==> src/rtl/spi_ram_arb_pkg.sv <==
// Shared definitions for the SPI/host RAM arbiter: RAM command opcodes and FSM states.
package spi_ram_arb_pkg;

    localparam logic [1:0] OP_WR_ADDR = 2'b00;
    localparam logic [1:0] OP_WR_DATA = 2'b01;
    localparam logic [1:0] OP_RD_ADDR = 2'b10;
    localparam logic [1:0] OP_RD      = 2'b11;

    typedef enum logic [2:0] {
        IDLE,
        WR_ADDR,
        WR_DATA,
        RD_ADDR,
        RD_CMD,
        RD_WAIT
    } state_t;

endpackage

==> src/rtl/rr_arbiter2.sv <==
// Two-way round-robin arbiter; the pointer remembers which requester was served last.
module rr_arbiter2 (
    input  logic       clk,
    input  logic       rst_n,
    input  logic [1:0] req,
    input  logic       advance,
    output logic [1:0] grant
);

    logic last_one;  // 1 when req[1] was served last, so req[0] wins the next tie

    always_ff @(posedge clk or negedge rst_n) begin
        if (!rst_n) begin
            last_one <= 1'b1;
        end else if (advance) begin
            last_one <= grant[1];
        end
    end

    always_comb begin
        grant = 2'b00;
        case (req)
            2'b01:   grant = 2'b01;
            2'b10:   grant = 2'b10;
            2'b11:   grant = last_one ? 2'b01 : 2'b10;
            default: grant = 2'b00;
        endcase
    end

endmodule

==> src/rtl/spi_ram_arbiter.sv <==
// Shares one single-port RAM between two requesters and turns each transaction into
// the RAM's opcode/payload command sequence, returning a one-cycle response.
module spi_ram_arbiter
    import spi_ram_arb_pkg::*;
#(
    parameter int ADDR_SIZE = 8,
    parameter int TIMEOUT   = 4
) (
    input  logic                 clk,
    input  logic                 rst_n,
    input  logic                 req0_valid,
    output logic                 req0_ready,
    input  logic                 req0_we,
    input  logic [ADDR_SIZE-1:0] req0_addr,
    input  logic [ADDR_SIZE-1:0] req0_wdata,
    output logic                 rsp0_valid,
    output logic [ADDR_SIZE-1:0] rsp0_rdata,
    output logic                 rsp0_err,
    input  logic                 req1_valid,
    output logic                 req1_ready,
    input  logic                 req1_we,
    input  logic [ADDR_SIZE-1:0] req1_addr,
    input  logic [ADDR_SIZE-1:0] req1_wdata,
    output logic                 rsp1_valid,
    output logic [ADDR_SIZE-1:0] rsp1_rdata,
    output logic                 rsp1_err,
    output logic [ADDR_SIZE+1:0] ram_din,
    output logic                 ram_rx_valid,
    input  logic [ADDR_SIZE-1:0] ram_dout,
    input  logic                 ram_tx_valid
);

    localparam int             CW       = $clog2(TIMEOUT + 1);
    localparam logic [CW-1:0]  CNT_LAST = CW'(TIMEOUT - 1);

    state_t                state, state_nx;
    logic [1:0]            grant;
    logic                  handshake;
    logic                  sel_we;
    logic                  owner;
    logic [ADDR_SIZE-1:0]  cap_addr, cap_wdata;
    logic [CW-1:0]         wait_cnt;
    logic                  rsp_done, rsp_err_nx;
    logic [ADDR_SIZE-1:0]  rsp_rdata_nx;

    rr_arbiter2 u_arb (
        .clk     (clk),
        .rst_n   (rst_n),
        .req     ({req1_valid, req0_valid}),
        .advance (handshake),
        .grant   (grant)
    );

    assign handshake  = (state == IDLE) && (grant != 2'b00);
    assign sel_we     = grant[1] ? req1_we : req0_we;
    // Gated by rst_n so ready reads 0 while reset is held even if a requester is valid.
    assign req0_ready = rst_n && (state == IDLE) && grant[0];
    assign req1_ready = rst_n && (state == IDLE) && grant[1];

    always_ff @(posedge clk or negedge rst_n) begin
        if (!rst_n) begin
            state <= IDLE;
        end else begin
            state <= state_nx;
        end
    end

    always_comb begin
        state_nx = state;
        case (state)
            IDLE:    if (handshake) state_nx = sel_we ? WR_ADDR : RD_ADDR;
            WR_ADDR: state_nx = WR_DATA;
            WR_DATA: state_nx = IDLE;
            RD_ADDR: state_nx = RD_CMD;
            RD_CMD:  state_nx = RD_WAIT;
            RD_WAIT: if (ram_tx_valid || (wait_cnt == CNT_LAST)) state_nx = IDLE;
            default: state_nx = IDLE;
        endcase
    end

    always_comb begin
        ram_din      = '0;
        ram_rx_valid = 1'b0;
        case (state)
            WR_ADDR: begin ram_din = {OP_WR_ADDR, cap_addr};  ram_rx_valid = 1'b1; end
            WR_DATA: begin ram_din = {OP_WR_DATA, cap_wdata}; ram_rx_valid = 1'b1; end
            RD_ADDR: begin ram_din = {OP_RD_ADDR, cap_addr};  ram_rx_valid = 1'b1; end
            RD_CMD:  begin ram_din = {OP_RD, {ADDR_SIZE{1'b0}}}; ram_rx_valid = 1'b1; end
            default: begin ram_din = '0; ram_rx_valid = 1'b0; end
        endcase
    end

    // tx_valid is only looked at in RD_WAIT, after RD_ADDR has cleared any stale flag.
    assign rsp_done     = (state == WR_DATA) ||
                          ((state == RD_WAIT) && (ram_tx_valid || (wait_cnt == CNT_LAST)));
    assign rsp_err_nx   = (state == RD_WAIT) && !ram_tx_valid && (wait_cnt == CNT_LAST);
    assign rsp_rdata_nx = ((state == RD_WAIT) && ram_tx_valid) ? ram_dout : '0;

    always_ff @(posedge clk or negedge rst_n) begin
        if (!rst_n) begin
            owner      <= 1'b0;
            cap_addr   <= '0;
            cap_wdata  <= '0;
            wait_cnt   <= '0;
            rsp0_valid <= 1'b0;
            rsp0_rdata <= '0;
            rsp0_err   <= 1'b0;
            rsp1_valid <= 1'b0;
            rsp1_rdata <= '0;
            rsp1_err   <= 1'b0;
        end else begin
            if (handshake) begin
                owner     <= grant[1];
                cap_addr  <= grant[1] ? req1_addr  : req0_addr;
                cap_wdata <= grant[1] ? req1_wdata : req0_wdata;
            end
            if (state == RD_CMD) begin
                wait_cnt <= '0;
            end else if (state == RD_WAIT) begin
                wait_cnt <= wait_cnt + 1'b1;
            end
            rsp0_valid <= rsp_done && !owner;
            rsp0_err   <= rsp_err_nx && !owner;
            rsp0_rdata <= (rsp_done && !owner) ? rsp_rdata_nx : '0;
            rsp1_valid <= rsp_done && owner;
            rsp1_err   <= rsp_err_nx && owner;
            rsp1_rdata <= (rsp_done && owner) ? rsp_rdata_nx : '0;
        end
    end

endmodule

==> config.mk <==
export PLATFORM = sky130hd
export DESIGN_NAME = spi_ram_arbiter
export DESIGN_NICKNAME = d
export VERILOG_FILES = /design/src/rtl/spi_ram_arb_pkg.sv /design/src/rtl/rr_arbiter2.sv /design/src/rtl/spi_ram_arbiter.sv
export SDC_FILE = /design/constraint.sdc
export NUM_CORES = 1
export LEC_CHECK = 0
export CAP_MARGIN = 20
export CORE_MARGIN = 1.5
export CORE_UTILIZATION = 45
export DETAILED_ROUTE_END_ITERATION = 16
export PLACE_DENSITY = 0.81
export SLEW_MARGIN = 10
export SYNTH_ARGS = -nofsm -noshare
export SYNTH_HDL_FRONTEND = slang
export SYNTH_SLANG_ARGS = --single-unit
==> constraint.sdc <==
create_clock -name clk -period 2 [get_ports clk]
set_input_delay 0.6 -clock clk [delete_from_list [all_inputs] [get_ports clk]]
set_output_delay 0.6 -clock clk [all_outputs]
set_load 0.02 [all_outputs]
==> impl_summary.txt <==
----------------------------------------------------
[Logic synthesis]
  Flop and latch count out of synthesis ... 44
  Post-synthesis async set-or-reset flop share ... 100%
  Cell taking the most area after synthesis ... dfrtp_1
  Syn Area/Cell ... 10.1 µm²
  Gate Count Post-Synth ... 218
  Cell with the most instances after synthesis ... dfrtp_1
  Number of unique standard cell types used by synthesis ... 39
  Synth area leaders ... dfrtp_1 49%, o31ai_1 5.4%, nor2_1 4.6%
  Top-area cell type share of the netlist area ... between 40% and 50%
  Sequential share of the synthesized area ... about half
  Primary flip-flop cell chosen by synthesis mapping ... dfrtp_1
  Syn Std Cell Area ... between 2000 and 2500 µm²
  Number of enable flip-flop cells after synthesis ... 0
  Syn_nets ... 267
  Yosys Warn Count ... 0
  Top post-synthesis cells by count ... 43 x dfrtp_1, 27 x nor2_1, 19 x o21ai_0

[STA]
  Actual slew at the worst max-slew pin ... 0.707 ns
  Min cycle time layout ... 2.08 ns
  Worst hold slack ... 0.444 ns
  Least setup slack across all paths after layout ... -0.0753 ns
  Fin. max-slew vios ... 0
  # setup viols final ... 10
  Post-route clock skew ... 0.00476 ns
  Upper clock frequency limit ... 482 MHz
  Tcrit/Tclk final ... 104%
  RSZ-0062 raised after global routing ... yes
  Final Hold Fails ... 0
  Max-slew headroom at the worst pin ... roughly 53%

[GRT]
  First-pass GRT wire length ... 9.38 mm
  Total routing usage reported by global routing ... 23.1%
  Maximum number of pins on one net before global-route repair ... 45
  Via count of the first global-routing pass ... 2031
  Remaining Overflow, GRT ... 0
  Initial antenna violation count ... 0

[Layout]
  Fill cells ... 365
  Final Non-Filler Cells ... between 300 and 400
  Antenna cell count ... 0
  Relative area change from synthesis to final layout ... 48.3%
  Seq. cell area ... 1100 µm²
  Share of layout cells above drive strength 1 ... 25.1%
  Util after Layout ... 69.4%
  Count of nets after finishing ... 355
  Area of combinational cells with multiple inputs ... ~1000 µm²

[Run status]
  Run status ... finished with violations
  Violations in the final reports ... negative setup slack

[Placement]
  GP Congestion ... 0.864
  Final HPWL DP ... a little under 4 mm
  Buffers on Ports ... 79
  Placement Setup Slack ... -0.664 ns
  Cell total after placement ... 364

[Clocking]
  CTS Buffer Depth ... 2
  Number of buffers inserted for hold repair after clock tree synthesis ... 0
  Total clock buffers created by CTS ... 5
  CTS tree ... built
  Buffer type at the clock tree root ... clkbuf_8
  Deepest level of the CTS H-tree ... 2
  Clock transition at the registers of the reported paths ... 0.08 ns
  Sink count of the clock tree ... 44
  Clock insertion delay at the later pin of the skew report ... ~0.3 ns

[Route]
  Count of routing violations after the opening detailed-route iteration ... 97
  Routed length per instance ... 14.5 µm
  First drt pass iteration count ... 4
  Number of antenna-violating nets in the routed design ... 0
  Drc violations ... 0
  Via count normalized by instance count ... 5.25
  Count of vias placed by the detailed router ... 1963
  Total wire length ... 5.42 mm

[Critical path]
  Slowest cell on the critical path ... dfrtp_2
  Number of cells on the worst reg-to-reg path ... 5
  Critical path class ... reg2out
  Critical register-to-register path endpoint ... cap_wdata[7]$_DFFE_PN0P_
  Kind of end point of the critical path ... output pin
  Top fanout value on the critical path ... 5
  Kind of launch point of the worst setup path ... flip-flop
  Highest cell delay on the worst timing path ... 0.45 ns
  Source of the critical timing path ... state[1]$_DFFE_PN0P_
  R2r startpoint ... state[0]$_DFFE_PN0P_
  Register-to-register setup slack ... roughly 0.15 ns
  Critical Path AT ... 1.48 ns
  Critical path capture point ... ram_din[7]
  Cell chain of the critical path ... and2b_2, buf_6, a22oi_2, nor2_1, buf_4
  Req. time, crit path ... 1.40 ns

[Power]
  Switching power ... 1.57 mW
  Clk network pwr share ... 14.3%
  Proportion of total power due to net switching ... 39.5%
  Part of the total power dissipated in combinational logic ... just over 50%
  Pint ... 2.41 mW
  Sequential Power Share ... 34.6%
  Leakage ... 1.39 nW
  Cell area power density ... 1210 nW/µm²
  Max VDD drop ... about 0.66 mV

[Flow run]
  Maximum capacitance violations ... 0

[Floorplanning]
  Floorplan die width ... 73.1 µm
  Die area ... 5340 µm²
  Total number of placement rows ... 25
  Die Span Y ... roughly 73 µm
  Core area ... 4720 µm²
  Effective utilization at floorplan ... 46.8%
  I/O pins ... 80

[Min path]
  Class of the tightest hold or removal check ... in2async

----------------------------------------------------
[cell type report]
type / count / share of cell area (%)
inverter: 1 / 0.115
sequential: 44 / 33.7
timing repair buffer: 104 / 29.7
tap: 67 / 2.56
clock inverter: 2 / 0.305
multi-input combinational: 150 / 31.0
clock buffer: 6 / 2.52
[through the flow]
stage	TNS, ns	power [mW]	cell area [µm²]
finish	-0.520	3.97	3280
global route	-1.28	4.26	3280
CTS	-0.353	3.92	3240
detailed placement	-3.02	3.27	3120
global placement	-2.60	3.22	3120
floorplan	0	2.56	2210
[logic make-up after synthesis]
logic type,count (synthesis),synth area share (%)
and+or+nand+nor,78,21.9
AOI/OAI and AO/OA,65,18.0
xor gates and xnor gates,1,0.396
DFF,44,49.9
buffers and inverters,24,6.74
muxes,4,1.93
adders and majority gates,2,1.13
[what timing repair did]
item                       4_1_cts  5_1_grt
setup buffers                    1        1
gates resized for setup         80        7
gates cloned                     0        0
pin swaps                       17        8
setup endpoints to repair       13       14
[state kept, by name, indices dropped and copies added (netlist names)]
signal	flops
rsp0_valid	1
owner	1
cap_addr	8
rsp1_valid	1
rsp1_rdata	8
state	3
u_arb.last_one	1
rsp0_err	1
wait_cnt	3
cap_wdata	8
rsp0_rdata	8
rsp1_err	1
[power by group through the flow]
stage	clock [mW]	combinational [mW]	sequential, mW
finish	0.569	2.03	1.38
global route	0.612	2.23	1.42
CTS	0.580	1.97	1.36
detailed placement	0	1.92	1.35
global placement	0	1.88	1.34
floorplan	0	1.28	1.27
[worst min-delay path by stage]
stage / startpoint / endpoint / slack [ns] / depth (start not counted)
5_1_grt: rst_n / rsp1_rdata[7]$_DFF_PN0_ / 0.49 / 2
6_report: rst_n / cap_addr[4]$_DFFE_PN0P_ / 0.44 / 2
3_5_place_dp: wait_cnt[1]$_DFFE_PN0P_ / wait_cnt[1]$_DFFE_PN0P_ / 0.48 / 2
3_3_place_gp: wait_cnt[2]$_DFFE_PN0P_ / wait_cnt[2]$_DFFE_PN0P_ / 0.46 / 2
2_1_floorplan: rst_n / cap_addr[0]$_DFFE_PN0P_ / 0.30 / 0
4_1_cts: rst_n / state[1]$_DFFE_PN0P_ / 0.46 / 2
[worst max-delay path, delay by kind of cell (launching register included)]
family / cells / cell delay (ns)
simple gates: 2 / 0.29
buf+inv: 2 / 0.29
flops: 1 / 0.45
compound gates: 1 / 0.13
[metal layers]
metal	vias up	GRT usage, %	wire length (µm)
met3	11	6.91	457
met1	922	28.0	2120
met5	-	0	0
met2	82	38.6	2720
li1	948	-	-
met4	0	8.81	114
[cells in the final DEF (no fill, tap or decap), types with 3 or more instances in the layout]
| master | synthesis | routed |
|---|---|---|
| a21oi_1 | 18 | 18 |
| a22oi_2 | 0 | 7 |
| buf_4 | 0 | 29 |
| buf_6 | 7 | 7 |
| clkbuf_8 | 0 | 6 |
| clkdlybuf4s50_1 | 0 | 63 |
| dfrtp_1 | 43 | 41 |
| nand2_1 | 4 | 4 |
| nand2b_1 | 5 | 4 |
| nand3_1 | 8 | 8 |
| nor2_1 | 27 | 27 |
| nor3_1 | 3 | 3 |
| nor3_2 | 8 | 8 |
| nor3b_1 | 7 | 7 |
| o21ai_0 | 19 | 19 |
| o31ai_1 | 16 | 16 |
No activity file was read; power rests on OpenSTA's default activity.
